$ cat src/rtl/traffic_pkg.sv
// Shared constants for the traffic phase timer: one-hot phase codes,
// default phase durations and small decode helpers.
package traffic_pkg;

    localparam logic [2:0] PH_IDLE = 3'b000;
    localparam logic [2:0] PH_G    = 3'b001;
    localparam logic [2:0] PH_Y    = 3'b010;
    localparam logic [2:0] PH_R    = 3'b100;

    localparam logic [3:0] DEF_G_T = 4'd10;
    localparam logic [3:0] DEF_Y_T = 4'd5;
    localparam logic [3:0] DEF_R_T = 4'd15;
    localparam logic [3:0] T_MIN   = 4'd1;
    localparam logic [3:0] T_TEN   = 4'd10;

    typedef enum logic [1:0] {
        CTRL_IDLE    = 2'd0,
        CTRL_PHASE   = 2'd1,
        CTRL_ILLEGAL = 2'd2
    } ctrl_kind_e;

    function automatic ctrl_kind_e classify_ctrl(input logic [2:0] code);
        ctrl_kind_e kind;
        case (code)
            PH_IDLE:             kind = CTRL_IDLE;
            PH_G, PH_Y, PH_R:    kind = CTRL_PHASE;
            default:             kind = CTRL_ILLEGAL;
        endcase
        return kind;
    endfunction

    // A zero duration would make the phase unobservable, so it runs as 1 s.
    function automatic logic [3:0] clamp_dur(input logic [3:0] dur);
        return (dur == 4'd0) ? T_MIN : dur;
    endfunction

endpackage

$ cat src/rtl/traffic_phase_timer_tick_sync.sv
// tick_sync: brings the slow 1 Hz level into sys_clk and emits a one-cycle
// tick two edges after a rising level is first sampled.
module tick_sync (
    input  logic sys_clk,
    input  logic sys_rst_n,
    input  logic slow_lvl,
    output logic tick
);

    logic sync1_q, sync1_d;
    logic sync2_q, sync2_d;
    logic lvl_prev_q, lvl_prev_d;
    logic tick_q, tick_d;

    // lvl_prev resets low, so a level already high at reset release is
    // only treated as an edge once it has passed through as a low first.
    always_comb begin
        sync1_d    = slow_lvl;
        sync2_d    = sync1_q;
        lvl_prev_d = sync2_q;
        tick_d     = sync2_q & ~lvl_prev_q;
    end

    always_ff @(posedge sys_clk or posedge sys_rst_n) begin
        if (sys_rst_n) begin
            sync1_q    <= 1'b0;
            sync2_q    <= 1'b0;
            lvl_prev_q <= 1'b0;
            tick_q     <= 1'b0;
        end else begin
            sync1_q    <= sync1_d;
            sync2_q    <= sync2_d;
            lvl_prev_q <= lvl_prev_d;
            tick_q     <= tick_d;
        end
    end

    assign tick = tick_q;

endmodule

$ cat src/rtl/traffic_phase_timer.sv
// Phase countdown for the traffic light controller; sys_rst_n is active-high.
// Optional BCD display outputs are built when TRAFFIC_TIMER_BCD_EN is defined.
module traffic_phase_timer
    import traffic_pkg::*;
#(
    parameter logic [3:0] G_T = DEF_G_T,
    parameter logic [3:0] Y_T = DEF_Y_T,
    parameter logic [3:0] R_T = DEF_R_T
) (
    input  logic       sys_clk,
    input  logic       sys_rst_n,
    input  logic       sys_clk_1s,
    input  logic [2:0] light_ctrl,
    output logic [3:0] light_t,
    output logic       phase_done,
    output logic       ctrl_err
`ifdef TRAFFIC_TIMER_BCD_EN
    ,
    output logic [3:0] disp_tens,
    output logic [3:0] disp_ones
`endif
);

    logic       tick;
    logic [2:0] ctrl_q, ctrl_d;
    logic [3:0] light_t_q, light_t_d;
    logic       phase_done_q, phase_done_d;
    logic       ctrl_err_q, ctrl_err_d;
    logic       phase_change;
    logic [3:0] load_val;
    ctrl_kind_e kind_new;
    ctrl_kind_e kind_held;

    tick_sync u_tick_sync (
        .sys_clk   (sys_clk),
        .sys_rst_n (sys_rst_n),
        .slow_lvl  (sys_clk_1s),
        .tick      (tick)
    );

    always_comb begin
        case (light_ctrl)
            PH_G:    load_val = clamp_dur(G_T);
            PH_Y:    load_val = clamp_dur(Y_T);
            PH_R:    load_val = clamp_dur(R_T);
            default: load_val = T_MIN;
        endcase
    end

    // A load always beats a coincident tick; IDLE and illegal codes sit at 1.
    always_comb begin
        kind_new     = classify_ctrl(light_ctrl);
        kind_held    = classify_ctrl(ctrl_q);
        phase_change = (light_ctrl != ctrl_q);
        ctrl_d       = light_ctrl;
        light_t_d    = light_t_q;
        phase_done_d = 1'b0;
        ctrl_err_d   = ctrl_err_q;

        if (kind_new == CTRL_ILLEGAL) begin
            ctrl_err_d = 1'b1;
        end

        if (phase_change) begin
            light_t_d = load_val;
        end else if (tick && (kind_held == CTRL_PHASE) && (light_t_q > T_MIN)) begin
            light_t_d    = light_t_q - 4'd1;
            phase_done_d = (light_t_q == 4'd2);
        end
    end

    always_ff @(posedge sys_clk or posedge sys_rst_n) begin
        if (sys_rst_n) begin
            ctrl_q       <= PH_IDLE;
            light_t_q    <= T_MIN;
            phase_done_q <= 1'b0;
            ctrl_err_q   <= 1'b0;
        end else begin
            ctrl_q       <= ctrl_d;
            light_t_q    <= light_t_d;
            phase_done_q <= phase_done_d;
            ctrl_err_q   <= ctrl_err_d;
        end
    end

    assign light_t    = light_t_q;
    assign phase_done = phase_done_q;
    assign ctrl_err   = ctrl_err_q;

`ifdef TRAFFIC_TIMER_BCD_EN
    logic [3:0] disp_tens_q, disp_tens_d;
    logic [3:0] disp_ones_q, disp_ones_d;

    always_comb begin
        if (light_t_q >= T_TEN) begin
            disp_tens_d = 4'd1;
            disp_ones_d = light_t_q - T_TEN;
        end else begin
            disp_tens_d = 4'd0;
            disp_ones_d = light_t_q;
        end
    end

    // Reset values match the BCD of the reset count (01).
    always_ff @(posedge sys_clk or posedge sys_rst_n) begin
        if (sys_rst_n) begin
            disp_tens_q <= 4'd0;
            disp_ones_q <= 4'd1;
        end else begin
            disp_tens_q <= disp_tens_d;
            disp_ones_q <= disp_ones_d;
        end
    end

    assign disp_tens = disp_tens_q;
    assign disp_ones = disp_ones_q;
`endif

endmodule

$ cat config.mk
export PLATFORM = sky130hd
export DESIGN_NAME = traffic_phase_timer
export DESIGN_NICKNAME = d
export VERILOG_FILES = /design/src/rtl/traffic_pkg.sv /design/src/rtl/traffic_phase_timer_tick_sync.sv /design/src/rtl/traffic_phase_timer.sv
export SDC_FILE = /design/constraint.sdc
export NUM_CORES = 1
export LEC_CHECK = 0
export ABC_AREA = 1
export ABC_CLOCK_PERIOD_IN_PS = 1600
export BUFFER_PORTS_ARGS = -buffer_cell sky130_fd_sc_hd__buf_2
export CAP_MARGIN = 5
export CORE_UTILIZATION = 52
export CTS_CLUSTER_SIZE = 25
export DETAILED_ROUTE_END_ITERATION = 7
export PLACE_DENSITY_LB_ADDON = 0.08
export SLEW_MARGIN = 10
export SYNTH_ARGS = -nofsm -noshare
export SYNTH_HDL_FRONTEND = slang
export SYNTH_SLANG_ARGS = --single-unit
$ cat constraint.sdc
create_clock -name sys_clk -period 1.6 [get_ports sys_clk]
set_input_delay 0.16 -clock sys_clk [delete_from_list [all_inputs] [get_ports sys_clk]]
set_output_delay 0.16 -clock sys_clk [all_outputs]
set_load 0.03 [all_outputs]
==> results summary <==
The flow ran to the end, and the final reports show no timing, DRC or antenna violations. The global placement routability congestion came out at 0.770. The number of nets with antenna violations after routing is 0. At the later pin of the worst-skew pair, clock insertion delay measures 0.27 ns. The setup TNS is 0 ns. The initial antenna violation count came out at 0.

The detail-routed net length per standard cell is 10.9 um. The width of the die is 39.3 um. The worst-case IR drop observed on VDD is slightly above 0.7 mV. Counting instances in the post-synthesis netlist gives the leading cell types as 32 x nand2_1, 12 x dfrtp_1, 12 x nand3_1, 9 x inv_1, 5 x inv_2. The transition time at the pin with the least slew margin is between 0.5 and 0.6 ns. The number of nets in the finished design came out at 120. The post-synth design cell area is 722 sq um. In this run, the number of DRC markers left after iteration 0 of detailed routing was 5. In the synthesized netlist the dominant register cell turns out to be dfrtp_1. The die height came out at 39.3 um. TritonCTS created 3 clock buffers.

Sequential elements use 45.2% of the synthesized area. The via count of the first global-routing pass was 528. Tracing the worst setup path back leads to its startpoint at light_t[0]. Summed over all instances, the cell type with the most area after synthesis is dfrtp_1. The sort of element at the end of the critical path is a flop. Across every metal layer, demand over resource in global routing totals 21.7%.

STA classifies the critical path startpoint as a flop. The filler cell count in the final layout is 117. The highest clock rate came out at 678 MHz.

The final number of setup-violating endpoints is 0. The adder-cell share of the synthesized area is between 5 and 6%. The proportion of layout cells with a drive suffix above 1 is a little over a quarter.

The worst path required time came out at 1.82 ns. Each instance of the synthesized netlist takes up on average just under 8 sq um. The areal power density over the cells came out at 900 nW/um^2. The number of clock sinks came out at 13. Once the floorplan was initialized, standard cells occupied 55.5% of the core. The combinational family with the most area after synthesis is simple AND/OR/NAND/NOR gates.

After global routing the overflow that remains totals 0. The multiplexer area fraction after synthesis came out at 0%. The data arrival time of the worst path came out at 1.70 ns. The largest net degree at the start of global routing is 14.

The fraction of synthesis flops using an asynchronous set or reset pin came out at 100%. The post-synth net total came out at 101. The number of violations of the max-capacitance limit came out at 0. The die outline area is 1540 sq um.

The post-synthesis to final-layout area growth is 19.4%. The synthesis-stage register bit count is 13. The compound-gate portion of the synthesized area is 3.47%. The tightest slew margin relative to the limit is roughly 66%.

The number of endpoints with negative hold slack in the final report came out at 0. For the finished layout, the period the worst path requires is 1.48 ns. The final wirelength is approximately 1400 um.

Of the available clock period, the critical path in the final layout requires 92.2%. The simple logic cell fraction of the synthesized area is 36.7%. The detailed placement HPWL is 1030 um. The post-layout total power came out at 776 uW. The number of detailed-route iterations in the first pass is 4. The share of Yosys cell area claimed by the top area cell type came out at slightly above 40%. Port buffering added 11 buffers. The clock transition at the registers of the reported paths is 0.08 ns. The startpoint identified for the worst hold timing path is light_ctrl[2].

The post-route DRC violation count came out at 0. The standby leakage power is 0.000485 uW. The maximum clock path buffer count is 2. At the end of the flow the core is filled with cells to 66.3%. Setup repair after global routing left no endpoint under its margin. The overall via count from detail_route came out at 636. The clock skew came out at about 0.0064 ns.

The detail-routed via count per cell is about 5.1. The synthesized netlist cell count is 92. The buffer count from post-CTS setup fixing came out at 0. The count of flip-flops with a built-in enable after synthesis is 0. The number of antenna cells inserted came out at 0.

The first global-routing pass estimated between 2000 and 2500 um of wire. Of the total synthesized cell area, the portion taken by XOR and XNOR cells is 1.21%. During synthesis, Yosys emitted a total of 0 warnings.

The area of the placeable core is between 1000 and 1500 sq um. The category of the most critical setup path is flop to flop. Sorting the synthesized cells by area gives the leading types as dfrtp_1 42%, nand2_1 17%, nand3_1 8.3%. CTS placed an instance of clkbuf_4 at the clock tree root.

TritonCTS built the clock tree. The class of the tightest hold or removal check is input pin to flop. The distinct cell type count of the synthesized netlist is 18.

The startpoint identified for the worst register-to-register timing path is light_t[0]. The maximum fanout count along the critical path is 6. The count of pins over their slew limit came to 0. The depth of the CTS H-tree is 1. Yosys instantiated no cell more often than nand2_1. During I/O placement, the number of pins put on the boundary was 12. Row generation in the floorplan step produced 13 rows.
## worst paths after layout
kind,depth (start not counted),slack (ns),to
setup / recovery,7,0.12,light_t[0]
hold / removal,1,0.05,ctrl_q[2]
setup reg to reg,7,0.12,light_t[0]
hold reg to reg,0,0.36,u_tick_sync.lvl_prev_d
max in group asynchronous,3,0.79,light_t[0]
min in group asynchronous,3,0.45,phase_done
## worst max-delay path, cell delays in order, from the launching register on
cell     delay, ns
dfstp_2       0.56
inv_1         0.06
ha_1          0.22
o21ai_2       0.19
nand4_4       0.15
nand2_4       0.12
nand2_1       0.06
nand2_1       0.06
## what timing repair did
item	in CTS	in global routing
endpoints found under the setup margin	0	5
hold buffers	2	0
hold endpoints to repair	13	0
resized for setup	0	2
## layer usage
layer | share of wire [%] | track usage [%] | vias up | wire, um
met5 | 0 | 0 | - | 0
met4 | 0.74 | 7.76 | 0 | 10
met3 | 5.3 | 5.11 | 2 | 72
met2 | 44 | 31.7 | 14 | 595
met1 | 50 | 31.0 | 298 | 678
li1 | - | - | 322 | -
## logic make-up after synthesis
| logic type | count (synthesis) |
|---|---|
| buf+inv | 15 |
| xor+xnor | 1 |
| fa+ha+maj | 3 |
| compound gates | 5 |
| flops | 13 |
| simple gates | 55 |
## metrics by stage
stage               worst slack [ns]  instance area (sq um)  hold WS, ns  instances
finish                         0.124                    862       0.0468        125
global route                 0.00151                    862       0.0468        125
CTS                           0.0990                    850       0.0409        125
detailed placement             0.107                    803        0.207        119
global placement               0.135                    803        0.198        119
floorplan                    0.00923                    722       0.0362         92
## placed cells by master (no fill, tap or decap), drive strengths merged
master	n
nor3	1
nand2	35
ha	3
dfrtp	12
xor2	1
nand4	1
nor2	5
clkbuf	4
dfstp	1
inv	15
o21ai	3
dlygate4sd3	2
nand3	13
buf	12
a21oi	2
## registers in the layout, summed over array words and instances, names as in the netlist
register / count
light_t: 4
ctrl_q: 3
ctrl_err: 1
phase_done: 1
u_tick_sync.lvl_prev_d: 1
u_tick_sync.lvl_prev_q: 1
u_tick_sync.sync1_q: 1
u_tick_sync.tick: 1
## where the power goes
part | leakage (uW) | internal, uW | total (uW) | switching, uW
clock | 0.0000150 | 96.5 | 203 | 107
combinational | 0.000315 | 67.3 | 196 | 128
sequential | 0.000155 | 353 | 377 | 24.1
total | 0.000485 | 517 | 776 | 259
## area by class of cell
type,count,area (sq um),area share (%)
repair buffers,14,82.6,9.58
clock buffers,4,26.3,3.05
multi-input cells,64,349,40.5
flip-flops and latches,13,327,37.9
well taps,15,18.8,2.18
inverters,15,58.8,6.82
Power figures use the tool's default switching activity.
